`config.mk`:
```
export PLATFORM = sky130hd
export DESIGN_NAME = mips_bus_sequencer_flat
export DESIGN_NICKNAME = d
export VERILOG_FILES = /design/src/rtl/mips_bus_pkg.sv /design/src/rtl/mips_bus_sequencer_if.sv /design/src/rtl/wait_timeout_counter.sv /design/src/rtl/mips_bus_sequencer.sv /design/src/flat_wrapper.sv
export SDC_FILE = /design/constraint.sdc
export NUM_CORES = 1
export LEC_CHECK = 0
export ABC_AREA = 1
export CAP_MARGIN = 5
export CELL_PAD_IN_SITES_DETAIL_PLACEMENT = 1
export CELL_PAD_IN_SITES_GLOBAL_PLACEMENT = 1
export CORE_MARGIN = 2
export CORE_UTILIZATION = 30
export CTS_CLUSTER_DIAMETER = 100
export DETAILED_ROUTE_END_ITERATION = 10
export GPL_ROUTABILITY_DRIVEN = 0
export PLACE_DENSITY = 0.95
export SLEW_MARGIN = 15
export SYNTH_ARGS = -nofsm -noshare
export SYNTH_HDL_FRONTEND = slang
export SYNTH_SLANG_ARGS = --single-unit
```
`constraint.sdc`:
```
create_clock -name clk -period 6 [get_ports clk]
set_input_delay 0.6 -clock clk [delete_from_list [all_inputs] [get_ports clk]]
set_output_delay 0.6 -clock clk [all_outputs]
set_load 0.02 [all_outputs]
```
`src/rtl/mips_bus_pkg.sv`:
```
// Shared types for the bus-based MIPS control sequencer.
// State encoding is visible on the debug port, so the values are fixed.
package mips_bus_pkg;

  typedef enum logic [2:0] {
    ST_RESET     = 3'd0,
    ST_FETCH     = 3'd1,
    ST_DECODE    = 3'd2,
    ST_EXEC      = 3'd3,
    ST_MEM       = 3'd4,
    ST_WRITEBACK = 3'd5,
    ST_HALTED    = 3'd6,
    ST_ERROR     = 3'd7
  } state_t;

  localparam logic [3:0] BE_WORD = 4'hF;

endpackage

```
`src/rtl/mips_bus_sequencer_if.sv`:
```
// Avalon-style single memory port shared by instruction fetch and load/store.
interface mips_bus_sequencer_if;

  logic [31:0] address;
  logic        read;
  logic        write;
  logic [3:0]  byteenable;
  logic [31:0] writedata;
  logic        waitrequest;
  logic [31:0] readdata;

  modport master (
    output address, read, write, byteenable, writedata,
    input  waitrequest, readdata
  );

  modport slave (
    input  address, read, write, byteenable, writedata,
    output waitrequest, readdata
  );

endinterface

```
`src/rtl/wait_timeout_counter.sv`:
```
// Counts consecutive stalled cycles of one bus access and flags the cycle
// whose stall would reach WAIT_TIMEOUT. WAIT_TIMEOUT = 0 disables the limit.
module wait_timeout_counter #(
  parameter int WAIT_TIMEOUT = 256
) (
  input  logic clk,
  input  logic reset,
  input  logic clear,
  input  logic inc,
  output logic expired
);

  localparam logic [31:0] LIM_M1  = 32'(WAIT_TIMEOUT - 1);
  localparam bit          ENABLED = (WAIT_TIMEOUT != 0);

  logic [31:0] count;

  always_ff @(posedge clk or posedge reset) begin
    if (reset)      count <= '0;
    else if (clear) count <= '0;
    else if (inc)   count <= count + 32'd1;
  end

  // Fires on the stalled cycle that completes the allowed budget, so the
  // sequencer leaves the access on that same edge.
  assign expired = ENABLED && inc && (count == LIM_M1);

endmodule

```
`src/rtl/mips_bus_sequencer.sv`:
```
// Multi-cycle FETCH/DECODE/EXEC/MEM/WRITEBACK sequencer driving one shared
// memory port and the datapath strobes of the bus-based MIPS core.
module mips_bus_sequencer
  import mips_bus_pkg::*;
#(
  parameter int WAIT_TIMEOUT = 256
) (
  input  logic                  clk,
  input  logic                  reset,
  input  logic [31:0]           pc,
  input  logic [31:0]           mem_addr,
  input  logic [31:0]           store_data,
  input  logic [3:0]            store_be,
  input  logic                  is_load,
  input  logic                  is_store,
  input  logic                  writes_reg,
  input  logic                  halt_req,
  mips_bus_sequencer_if.master  bus,
  output logic [31:0]           instr,
  output logic [31:0]           load_data,
  output logic                  ir_write,
  output logic                  load_valid,
  output logic                  alu_en,
  output logic                  reg_write,
  output logic                  pc_en,
  output logic                  active,
  output logic                  bus_error,
  output logic [2:0]            state
);

  state_t state_q, state_d;
  logic   mem_is_load;
  logic   in_access;
  logic   stall;
  logic   expired;
  logic   fetch_done;
  logic   load_done;

  assign in_access  = (state_q == ST_FETCH) || (state_q == ST_MEM);
  assign stall      = in_access && bus.waitrequest;
  assign fetch_done = (state_q == ST_FETCH) && !bus.waitrequest;
  assign load_done  = (state_q == ST_MEM) && mem_is_load && !bus.waitrequest;

  wait_timeout_counter #(
    .WAIT_TIMEOUT (WAIT_TIMEOUT)
  ) u_timeout (
    .clk     (clk),
    .reset   (reset),
    .clear   (!in_access),
    .inc     (stall),
    .expired (expired)
  );

  always_comb begin
    state_d = state_q;
    case (state_q)
      ST_RESET:  state_d = ST_FETCH;
      ST_FETCH: begin
        if (expired)               state_d = ST_ERROR;
        else if (!bus.waitrequest) state_d = ST_DECODE;
      end
      ST_DECODE: state_d = ST_EXEC;
      ST_EXEC: begin
        if (is_load && is_store)      state_d = ST_ERROR;
        else if (is_load ^ is_store)  state_d = ST_MEM;
        else                          state_d = ST_WRITEBACK;
      end
      ST_MEM: begin
        if (expired)               state_d = ST_ERROR;
        else if (!bus.waitrequest) state_d = ST_WRITEBACK;
      end
      ST_WRITEBACK: state_d = halt_req ? ST_HALTED : ST_FETCH;
      ST_HALTED:    state_d = ST_HALTED;
      ST_ERROR:     state_d = ST_ERROR;
      default:      state_d = ST_ERROR;
    endcase
  end

  // Reset clears the latches too, so an interrupted access leaves no partial instr/load_data.
  always_ff @(posedge clk or posedge reset) begin
    if (reset) begin
      state_q     <= ST_RESET;
      mem_is_load <= 1'b0;
      instr       <= '0;
      load_data   <= '0;
      ir_write    <= 1'b0;
      load_valid  <= 1'b0;
      bus_error   <= 1'b0;
    end else begin
      state_q    <= state_d;
      ir_write   <= fetch_done;
      load_valid <= load_done;
      if (state_q == ST_EXEC) mem_is_load <= is_load;
      if (fetch_done)         instr       <= bus.readdata;
      if (load_done)          load_data   <= bus.readdata;
      if (state_d == ST_ERROR) bus_error  <= 1'b1;
    end
  end

  // Bus strobes decode purely from the registered state, so reset drops them at once.
  always_comb begin
    bus.address    = '0;
    bus.read       = 1'b0;
    bus.write      = 1'b0;
    bus.byteenable = '0;
    bus.writedata  = '0;
    case (state_q)
      ST_FETCH: begin
        bus.address    = pc;
        bus.read       = 1'b1;
        bus.byteenable = BE_WORD;
      end
      ST_MEM: begin
        bus.address = mem_addr & 32'hFFFF_FFFC;
        if (mem_is_load) begin
          bus.read       = 1'b1;
          bus.byteenable = BE_WORD;
        end else begin
          bus.write      = 1'b1;
          bus.byteenable = store_be;
          bus.writedata  = store_data;
        end
      end
      default: ;
    endcase
  end

  assign alu_en    = (state_q == ST_EXEC);
  assign pc_en     = (state_q == ST_WRITEBACK);
  assign reg_write = (state_q == ST_WRITEBACK) && writes_reg;
  assign active    = (state_q == ST_FETCH) || (state_q == ST_DECODE) ||
                     (state_q == ST_EXEC)  || (state_q == ST_MEM)    ||
                     (state_q == ST_WRITEBACK);
  assign state     = state_q;

endmodule

```
`src/flat_wrapper.sv`:
```
// flat-port wrapper written by rule: the top's interface ports become plain ports
module mips_bus_sequencer_flat import mips_bus_pkg::*;
#(
  parameter int WAIT_TIMEOUT = 256
)
  (clk, reset, pc, mem_addr, store_data, store_be, is_load, is_store, writes_reg, halt_req, instr, load_data, ir_write, load_valid, alu_en, reg_write, pc_en, active, bus_error, state, bus_address, bus_read, bus_write, bus_byteenable, bus_writedata, bus_waitrequest, bus_readdata);
  mips_bus_sequencer_if bus_i ();
  input  logic clk;
  input  logic reset;
  input  logic [31:0] pc;
  input  logic [31:0] mem_addr;
  input  logic [31:0] store_data;
  input  logic [3:0] store_be;
  input  logic is_load;
  input  logic is_store;
  input  logic writes_reg;
  input  logic halt_req;
  output logic [31:0] instr;
  output logic [31:0] load_data;
  output logic ir_write;
  output logic load_valid;
  output logic alu_en;
  output logic reg_write;
  output logic pc_en;
  output logic active;
  output logic bus_error;
  output logic [2:0] state;
  output wire logic [$bits(bus_i.address)-1:0] bus_address;
  output wire logic [$bits(bus_i.read)-1:0] bus_read;
  output wire logic [$bits(bus_i.write)-1:0] bus_write;
  output wire logic [$bits(bus_i.byteenable)-1:0] bus_byteenable;
  output wire logic [$bits(bus_i.writedata)-1:0] bus_writedata;
  input wire logic [$bits(bus_i.waitrequest)-1:0] bus_waitrequest;
  input wire logic [$bits(bus_i.readdata)-1:0] bus_readdata;
  assign bus_address = bus_i.address;
  assign bus_read = bus_i.read;
  assign bus_write = bus_i.write;
  assign bus_byteenable = bus_i.byteenable;
  assign bus_writedata = bus_i.writedata;
  assign bus_i.waitrequest = bus_waitrequest;
  assign bus_i.readdata = bus_readdata;
  mips_bus_sequencer #(.WAIT_TIMEOUT(WAIT_TIMEOUT)) u_core (.clk(clk), .reset(reset), .pc(pc), .mem_addr(mem_addr), .store_data(store_data), .store_be(store_be), .is_load(is_load), .is_store(is_store), .writes_reg(writes_reg), .halt_req(halt_req), .bus(bus_i), .instr(instr), .load_data(load_data), .ir_write(ir_write), .load_valid(load_valid), .alu_en(alu_en), .reg_write(reg_write), .pc_en(pc_en), .active(active), .bus_error(bus_error), .state(state));
endmodule
```
==> results.py, run 1 <==
metrics = {
    "run_status": {
        "run_status": "completed",
    },
    "pwr": {
        "switching_share_pct": 42.8,
        "peakVddDrop_mv": 0.268,
        "cellPowerDensity_nw_per_um2": 421,
        "clock_power_share_pct": 16.7,
        "power.share.combinational_pct": 53.4,
        "internal-power_w": 0.00208,
        "switchingPower_w": 0.00156,
        "power_leakage_nw": 3.84,
        "proportion_of_power_drawn_by_flip_flops_and_latches_pct": 29.9,
    },
    "yosys": {
        "ys_seq_area_share_pct": 47.9,
        "synth-warning-count": 0,
        "ys_ff_latch": 103,
        "synth-async-reset-ratio_pct": 100,
        "synth_top_family_by_area": "simple AND/OR/NAND/NOR gates",
        "synthesis.nets": 835,
        "synth_edf_count": 0,
        "fraction_of_the_mapped_netlist_area_in_simple_logic_gates_pct": 28.0,
        "synth-compound-area-share_pct": 15.5,
        "yosys.cell_types.count": 38,
        "yosys.area.top_type": "sky130_fd_sc_hd__dfrtp_1",
        "yosys-mux-area-fraction_pct": 0,
        "synth_top_area_share_pct": 47.9,
        "synth_most_common_cell": "sky130_fd_sc_hd__nand2_1",
        "synth-xor-area-share_pct": 0,
        "synth_adder_area_share_pct": 0.465,
        "mappedNetlistArea_um2": 5380,
        "leading_cell_types_by_count_after_synthesis": "sky130_fd_sc_hd__nand2_1 (177), sky130_fd_sc_hd__dfrtp_1 (103), sky130_fd_sc_hd__nor2_1 (98), sky130_fd_sc_hd__o21ai_1 (72), sky130_fd_sc_hd__inv_1 (67)",
        "post_synth_main_area_contributors": "sky130_fd_sc_hd__dfrtp_1 (48%), sky130_fd_sc_hd__nand2_1 (12%), sky130_fd_sc_hd__nor2_1 (6.8%), sky130_fd_sc_hd__o21ai_1 (6.7%), sky130_fd_sc_hd__a22o_1 (4.9%)",
        "synthesis.area_per_instance_um2": 7.75,
        "ys_dominant_reg_cell": "sky130_fd_sc_hd__dfrtp_1",
        "netlist_instances": 694,
    },
    "clock_network": {
        "numCtsBuffers": 9,
        "clock-root-buffer": "sky130_fd_sc_hd__clkbuf_16",
        "path_clk_slew_ns": 0.07,
        "h-tree-depth": 3,
        "max_buffers_root_to_sink": 2,
        "cts_repair_resized_insts": 0,
        "clock_tree_from_tritoncts": "done",
        "clock_sink_count": 103,
        "cts_hold_buffers": 0,
        "post_cts_setup_repair_bufs": 0,
        "worst_skew_pair.late_latency_ns": 0.35,
    },
    "sta": {
        "rsz_0062_raised_after_global_routing": "false",
        "report.final.hold_viol_count": 0,
        "totalNegativeSetupSlack_ns": 0,
        "worst_setup_skew_after_layout_ns": 0.0107,
        "max_freq_mhz": 287,
        "fin_hold_ws_ns": 0.503,
        "finalCriticalPeriod_ns": 3.49,
        "timing.final.setup_violations": 0,
        "tightest_slew_ns": 1.10,
        "slew_headroom_pct": 26.7,
        "layout_worst_path_cycle_share_pct": 58.1,
        "finalMaxSlewViolations": 0,
    },
    "hold_path": {
        "holdCritPathClass": "reg2reg",
        "hold_path.startpoint": "u_core.instr[3]$_DFFE_PP0P_",
    },
    "grt": {
        "overall_fraction_of_global_route_tracks_in_use_pct": 24.5,
        "grt_antenna_before_repair": 0,
        "grt_max_degree": 69,
        "grt_pass1_vias": 6638,
        "grt_overflow": 0,
        "grt_pass1_wl_um": 35600,
    },
    "critical_path": {
        "timing.critical_path.from_type": "register",
        "worst-setup-path-type": "reg2out",
        "path_max_fanout": 35,
        "cp_data_arrival_time_ns": 2.89,
        "worstPathRequired_ns": 5.40,
        "setup.reg_to_reg.worst_slack_ns": 3.45,
        "critical_path.endpoint_type": "primary output",
        "setup.worst_path.start": "u_core.mem_is_load$_DFFE_PP0P_",
        "r2r-start": "u_core.mem_is_load$_DFFE_PP0P_",
    },
    "layout": {
        "drive_above_1_share_pct": 6.54,
        "final_nets": 1100,
        "final_cells": 1189,
        "n_diodes": 0,
        "flow.area_growth_from_synthesis_pct": 60.6,
    },
    "floorplan": {
        "fp.dieH_um": 138,
        "die-area_um2": 19000,
        "start_util_pct": 30.9,
        "io_pins": 283,
        "core_um2": 17400,
        "placement_rows": 48,
        "width_of_the_die_um": 138,
    },
    "routing": {
        "routed_wire_length_um": 23800,
        "initialDrtViolationCount": 338,
        "vias_per_cell": 5.10,
        "route.antenna.remaining_nets": 0,
        "detail_route.wl_per_cell_um": 20.1,
        "drt-pass1-iter-count": 4,
        "post-route-drc-count": 0,
        "detailroute.via_count": 6058,
    },
    "placed_design": {
        "place.detailed.hpwl_um": 16600,
        "port-buffer-count": 280,
        "dp.cells": 1173,
    },
    "run": {
        "maxCapViolations": 0,
    },
}
==> final cells by class <==
class	count	area, um^2
clock buffer	9	225
clock inverter	7	71.3
fill	2061	8780
inverter	82	313
multi-input combinational	482	2360
sequential	103	2580
tap	225	282
timing repair buffer	281	2810
==> per-layer routing <==
metal  vias to the layer above  wire length [um]  global-route usage (%)
li1                       2756                 -                       -
met1                      3013              8950                    27.5
met2                       228             12300                    42.8
met3                        61              1760                    7.97
met4                         0               848                    9.69
met5                         -                 0                       0
==> cell families (layout without fill, tap and decap cells) <==
family,after synthesis,count (layout)
buffers and inverters,109,379
AND/OR/NAND/NOR,338,338
adder cells (fa/ha/maj),2,2
flip-flops,103,103
AO/OA/AOI/OAI,142,142
==> flip-flops by register name, indices dropped and copies added, names as in the netlist <==
register	cells
u_core.instr	32
u_core.load_data	32
u_core.u_timeout.count	32
u_core.state	3
u_core.bus_error	1
u_core.ir_write	1
u_core.load_valid	1
u_core.mem_is_load	1
==> layout by cell type, fill, tap and decap left out, types with 2 or more instances in the layout <==
master	instances
sky130_fd_sc_hd__and3_1	2
sky130_fd_sc_hd__o21ai_0	15
sky130_fd_sc_hd__nor3_4	3
sky130_fd_sc_hd__nor3_1	8
sky130_fd_sc_hd__inv_2	13
sky130_fd_sc_hd__clkdlybuf4s50_1	280
sky130_fd_sc_hd__a211oi_1	2
sky130_fd_sc_hd__nand3_1	12
sky130_fd_sc_hd__nor3_2	3
sky130_fd_sc_hd__a22o_1	30
sky130_fd_sc_hd__nand2_2	7
sky130_fd_sc_hd__clkinv_2	3
sky130_fd_sc_hd__nand2_4	3
sky130_fd_sc_hd__ha_1	2
sky130_fd_sc_hd__inv_4	2
sky130_fd_sc_hd__nor2_1	98
sky130_fd_sc_hd__clkbuf_16	9
sky130_fd_sc_hd__nand4_1	5
sky130_fd_sc_hd__o21ai_1	72
sky130_fd_sc_hd__inv_1	66
sky130_fd_sc_hd__nand3_2	2
sky130_fd_sc_hd__nand3b_1	2
sky130_fd_sc_hd__clkinvlp_4	2
sky130_fd_sc_hd__dfrtp_1	103
sky130_fd_sc_hd__nor2_2	7
sky130_fd_sc_hd__a21oi_1	21
sky130_fd_sc_hd__nand2_1	177
sky130_fd_sc_hd__nor2_4	2
==> path summary, 6_finish.rpt <==
path,end,cells after the start
hold reg to reg,u_core.instr[3]$_DFFE_PP0P_,2
max in group asynchronous,u_core.load_data[24]$_DFFE_PP0P_,3
hold / removal,u_core.instr[3]$_DFFE_PP0P_,2
setup / recovery,bus_byteenable[0],5
setup reg to reg,u_core.load_data[8]$_DFFE_PP0P_,5
min in group asynchronous,u_core.instr[5]$_DFFE_PP0P_,2
==> critical path, stage by stage (launching register included) <==
cell and delay [ns]:
sky130_fd_sc_hd__dfrtp_1 0.36, sky130_fd_sc_hd__clkinv_1 0.74, sky130_fd_sc_hd__o21ai_0 0.52, sky130_fd_sc_hd__inv_1 0.15, sky130_fd_sc_hd__nand2_1 0.14, sky130_fd_sc_hd__clkdlybuf4s50_1 0.62
==> stage by stage <==
step / area (um^2) / power [W] / worst slack, ns / utilization (%)
6_report: 8640 / 0.00364 / 2.51 / 49.6
3_3_place_gp: 8340 / 0.00291 / 2.93 / 47.9
2_1_floorplan: 5380 / 0.00201 / 2.70 / -
4_1_cts: 8640 / 0.00364 / 2.55 / 49.6
5_1_grt: 8640 / 0.00381 / 2.37 / 49.6
3_5_place_dp: 8340 / 0.00299 / 2.92 / 47.9
==> power by group through the flow <==
stage               Combinational [W]  Clock [W]  Sequential, W
floorplan                    0.000682          0        0.00132
global placement              0.00185          0        0.00106
detailed placement            0.00192          0        0.00108
CTS                           0.00195   0.000604        0.00109
global route                  0.00207   0.000632        0.00111
finish                        0.00195   0.000607        0.00109
(Power assumes the default switching activity.)
==> inputs of run 2 (changes only) <==
CORE_UTILIZATION = 25   (was 30)
PLACE_DENSITY = 0.89   (was 0.95)
clock period = 3 ns   (was 6 ns; I/O delays follow)
==> run 2 against run 1 <==
Effect of this change: non-clock buffer count rose by 6; setup slack worse by 2.3 ns; count of clock-buffer cells in the layout unchanged; via count is 6.5% lower; highest routed layer unchanged; die area grew 19%.
==> results.py, run 2 (synthesis results as in run 1) <==
metrics = {
    "run": {
        "maxCapViolations": 0,
    },
    "pwr": {
        "post-layout-total-power_w": 0.00722,
        "peakVddDrop_mv": 0.514,
        "cellPowerDensity_nw_per_um2": 819,
        "power_leakage_nw": 3.90,
    },
    "floorplan": {
        "fp.dieH_um": 151,
        "placement_rows": 53,
        "width_of_the_die_um": 151,
        "start_util_pct": 25.5,
        "io_pins": 283,
        "die-area_um2": 22700,
        "core_um2": 21100,
    },
    "grt": {
        "overall_fraction_of_global_route_tracks_in_use_pct": 18.0,
        "grt_pass1_wl_um": 32100,
        "grt_antenna_before_repair": 0,
        "grt_pass1_vias": 6120,
        "grt_overflow": 0,
        "grt_max_degree": 104,
    },
    "clock_network": {
        "path_clk_slew_ns": 0.07,
        "worst_skew_pair.late_latency_ns": 0.36,
        "clock-root-buffer": "sky130_fd_sc_hd__clkbuf_16",
        "h-tree-depth": 3,
        "post_cts_setup_repair_bufs": 0,
        "clock_sink_count": 103,
        "max_buffers_root_to_sink": 2,
        "clock_tree_from_tritoncts": "done",
        "numCtsBuffers": 9,
        "cts_repair_resized_insts": 0,
        "cts_hold_buffers": 0,
    },
    "routing": {
        "detail_route.wl_per_cell_um": 16.7,
        "vias_per_cell": 4.55,
        "detailroute.via_count": 5664,
        "route.antenna.remaining_nets": 0,
        "post-route-drc-count": 0,
        "routed_wire_length_um": 20800,
        "initialDrtViolationCount": 230,
        "drt-pass1-iter-count": 5,
    },
    "layout": {
        "drive_above_1_share_pct": 7.11,
        "largest_registers_ranked_by_flip_flop_count": "u_core.instr: 32 flops, u_core.load_data: 32 flops, u_core.u_timeout.count: 32 flops",
        "flow.area_growth_from_synthesis_pct": 63.8,
        "n_diodes": 0,
        "layout_commonest_cell": "sky130_fd_sc_hd__clkdlybuf4s50_1",
        "final_nets": 1106,
        "mostFrequentLayoutCells": "sky130_fd_sc_hd__clkdlybuf4s50_1 (280), sky130_fd_sc_hd__nand2_1 (177), sky130_fd_sc_hd__dfrtp_1 (103)",
    },
    "critical_path": {
        "crit_path_max_incr_delay_ns": 0.64,
        "critical_path.endpoint_type": "primary output",
        "setup.worst_path.start": "u_core.state[1]$_DFF_PP0_",
        "regToRegEndpoint": "u_core.bus_error$_DFFE_PP0N_",
        "timing.critical_path.from_type": "register",
        "worstPathRequired_ns": 2.70,
        "path_max_fanout": 36,
        "rr_worst_depth": 12,
        "cell_type_group_with_the_largest_total_delay_on_the_critical_path": "buffers and inverters",
        "cpMaxStageDelayCell": "sky130_fd_sc_hd__clkdlybuf4s50_1",
        "setup.reg_to_reg.worst_slack_ns": 0.90,
        "worst-setup-path-type": "reg2out",
        "critPathBufInv": 2,
        "crit_chain": "nor2_2, nand2_4, inv_2, a22o_1, clkdlybuf4s50_1",
        "cp_data_arrival_time_ns": 2.53,
        "r2r-start": "u_core.state[1]$_DFF_PP0_",
        "worst-path-stages": 5,
        "worstSetupEndpoint": "bus_address[19]",
    },
    "placed_design": {
        "port-buffer-count": 280,
        "place.detailed.hpwl_um": 15700,
    },
    "sta": {
        "report.final.hold_viol_count": 0,
        "max_freq_mhz": 354,
        "layout_worst_path_cycle_share_pct": 94.3,
        "finalCriticalPeriod_ns": 2.83,
        "rsz_0062_raised_after_global_routing": "false",
        "worst_setup_skew_after_layout_ns": 0.0105,
        "tightest_slew_ns": 0.589,
        "totalNegativeSetupSlack_ns": 0,
        "slew_headroom_pct": 60.7,
        "finalMaxSlewViolations": 0,
        "timing.final.setup_violations": 0,
    },
    "hold_path": {
        "holdCritPathClass": "in2async",
    },
    "run_status": {
        "run_status": "completed",
    },
}
-- run 2: changes by cell type in the layout (fill, tap and decap cells not counted) --
cell	change
sky130_fd_sc_hd__clkinv_2	-1
sky130_fd_sc_hd__buf_12	+3
sky130_fd_sc_hd__inv_8	-1
sky130_fd_sc_hd__inv_6	+1
sky130_fd_sc_hd__clkinvlp_4	-1
sky130_fd_sc_hd__bufinv_16	+1
sky130_fd_sc_hd__clkinv_4	+2
sky130_fd_sc_hd__inv_4	-1
sky130_fd_sc_hd__buf_4	+3
-- run 2: worst min path at each step --
stage,from,to,slack [ns]
3_5_place_dp,u_core.bus_error$_DFFE_PP0N_,u_core.bus_error$_DFFE_PP0N_,0.47
2_1_floorplan,is_load,u_core.mem_is_load$_DFFE_PP0P_,0.42
6_report,reset,u_core.load_data[3]$_DFFE_PP0P_,0.45
3_3_place_gp,u_core.bus_error$_DFFE_PP0N_,u_core.bus_error$_DFFE_PP0N_,0.45
5_1_grt,reset,u_core.load_data[8]$_DFFE_PP0P_,0.52
4_1_cts,u_core.bus_error$_DFFE_PP0N_,u_core.bus_error$_DFFE_PP0N_,0.48
-- run 2: worst reg2reg max path: cells and delay by family, from the launching register on --
| family | cells | cell delay, ns |
|---|---|---|
| simple gates | 11 | 1.14 |
| flops | 1 | 0.48 |
| buf+inv | 1 | 0.36 |
-- run 2: metrics by stage --
stage | setup slack (ns) | util [%] | instance area [um^2] | hold WS [ns] | cells
final | 0.172 | 41.8 | 8810 | 0.449 | 1245
after global routing | 0.0181 | 41.8 | 8810 | 0.517 | 1245
after CTS | 0.168 | 41.8 | 8810 | 0.483 | 1245
after detailed placement | 0.561 | 40.3 | 8490 | 0.470 | 1229
after global placement | 0.624 | 40.3 | 8490 | 0.451 | 1229
after floorplan | 0.918 | - | 5390 | 0.421 | 694
-- run 2: per-layer routing --
metal  global-route usage (%)  up-vias  wire, um
li1                         -     2769         -
met1                     21.3     2744      8490
met2                     31.3      130     10600
met3                     6.30       21      1440
met4                     4.16        0       260
met5                        0        -         0
-- run 2: final cells by class --
class	count	area, um^2
clock inverters	7	96.3
fillers	2517	12300
inverters	82	314
multi-input cells	482	2360
flip-flops and latches	103	2580
repair buffers	287	2890
clock buffers	9	225
well taps	275	344
-- run 2: power breakdown --
| part | internal (W) | switching, W | total (W) |
|---|---|---|---|
| clock network | 0.000735 | 0.000553 | 0.00129 |
| logic | 0.00171 | 0.00209 | 0.00380 |
| registers | 0.00183 | 0.000294 | 0.00213 |
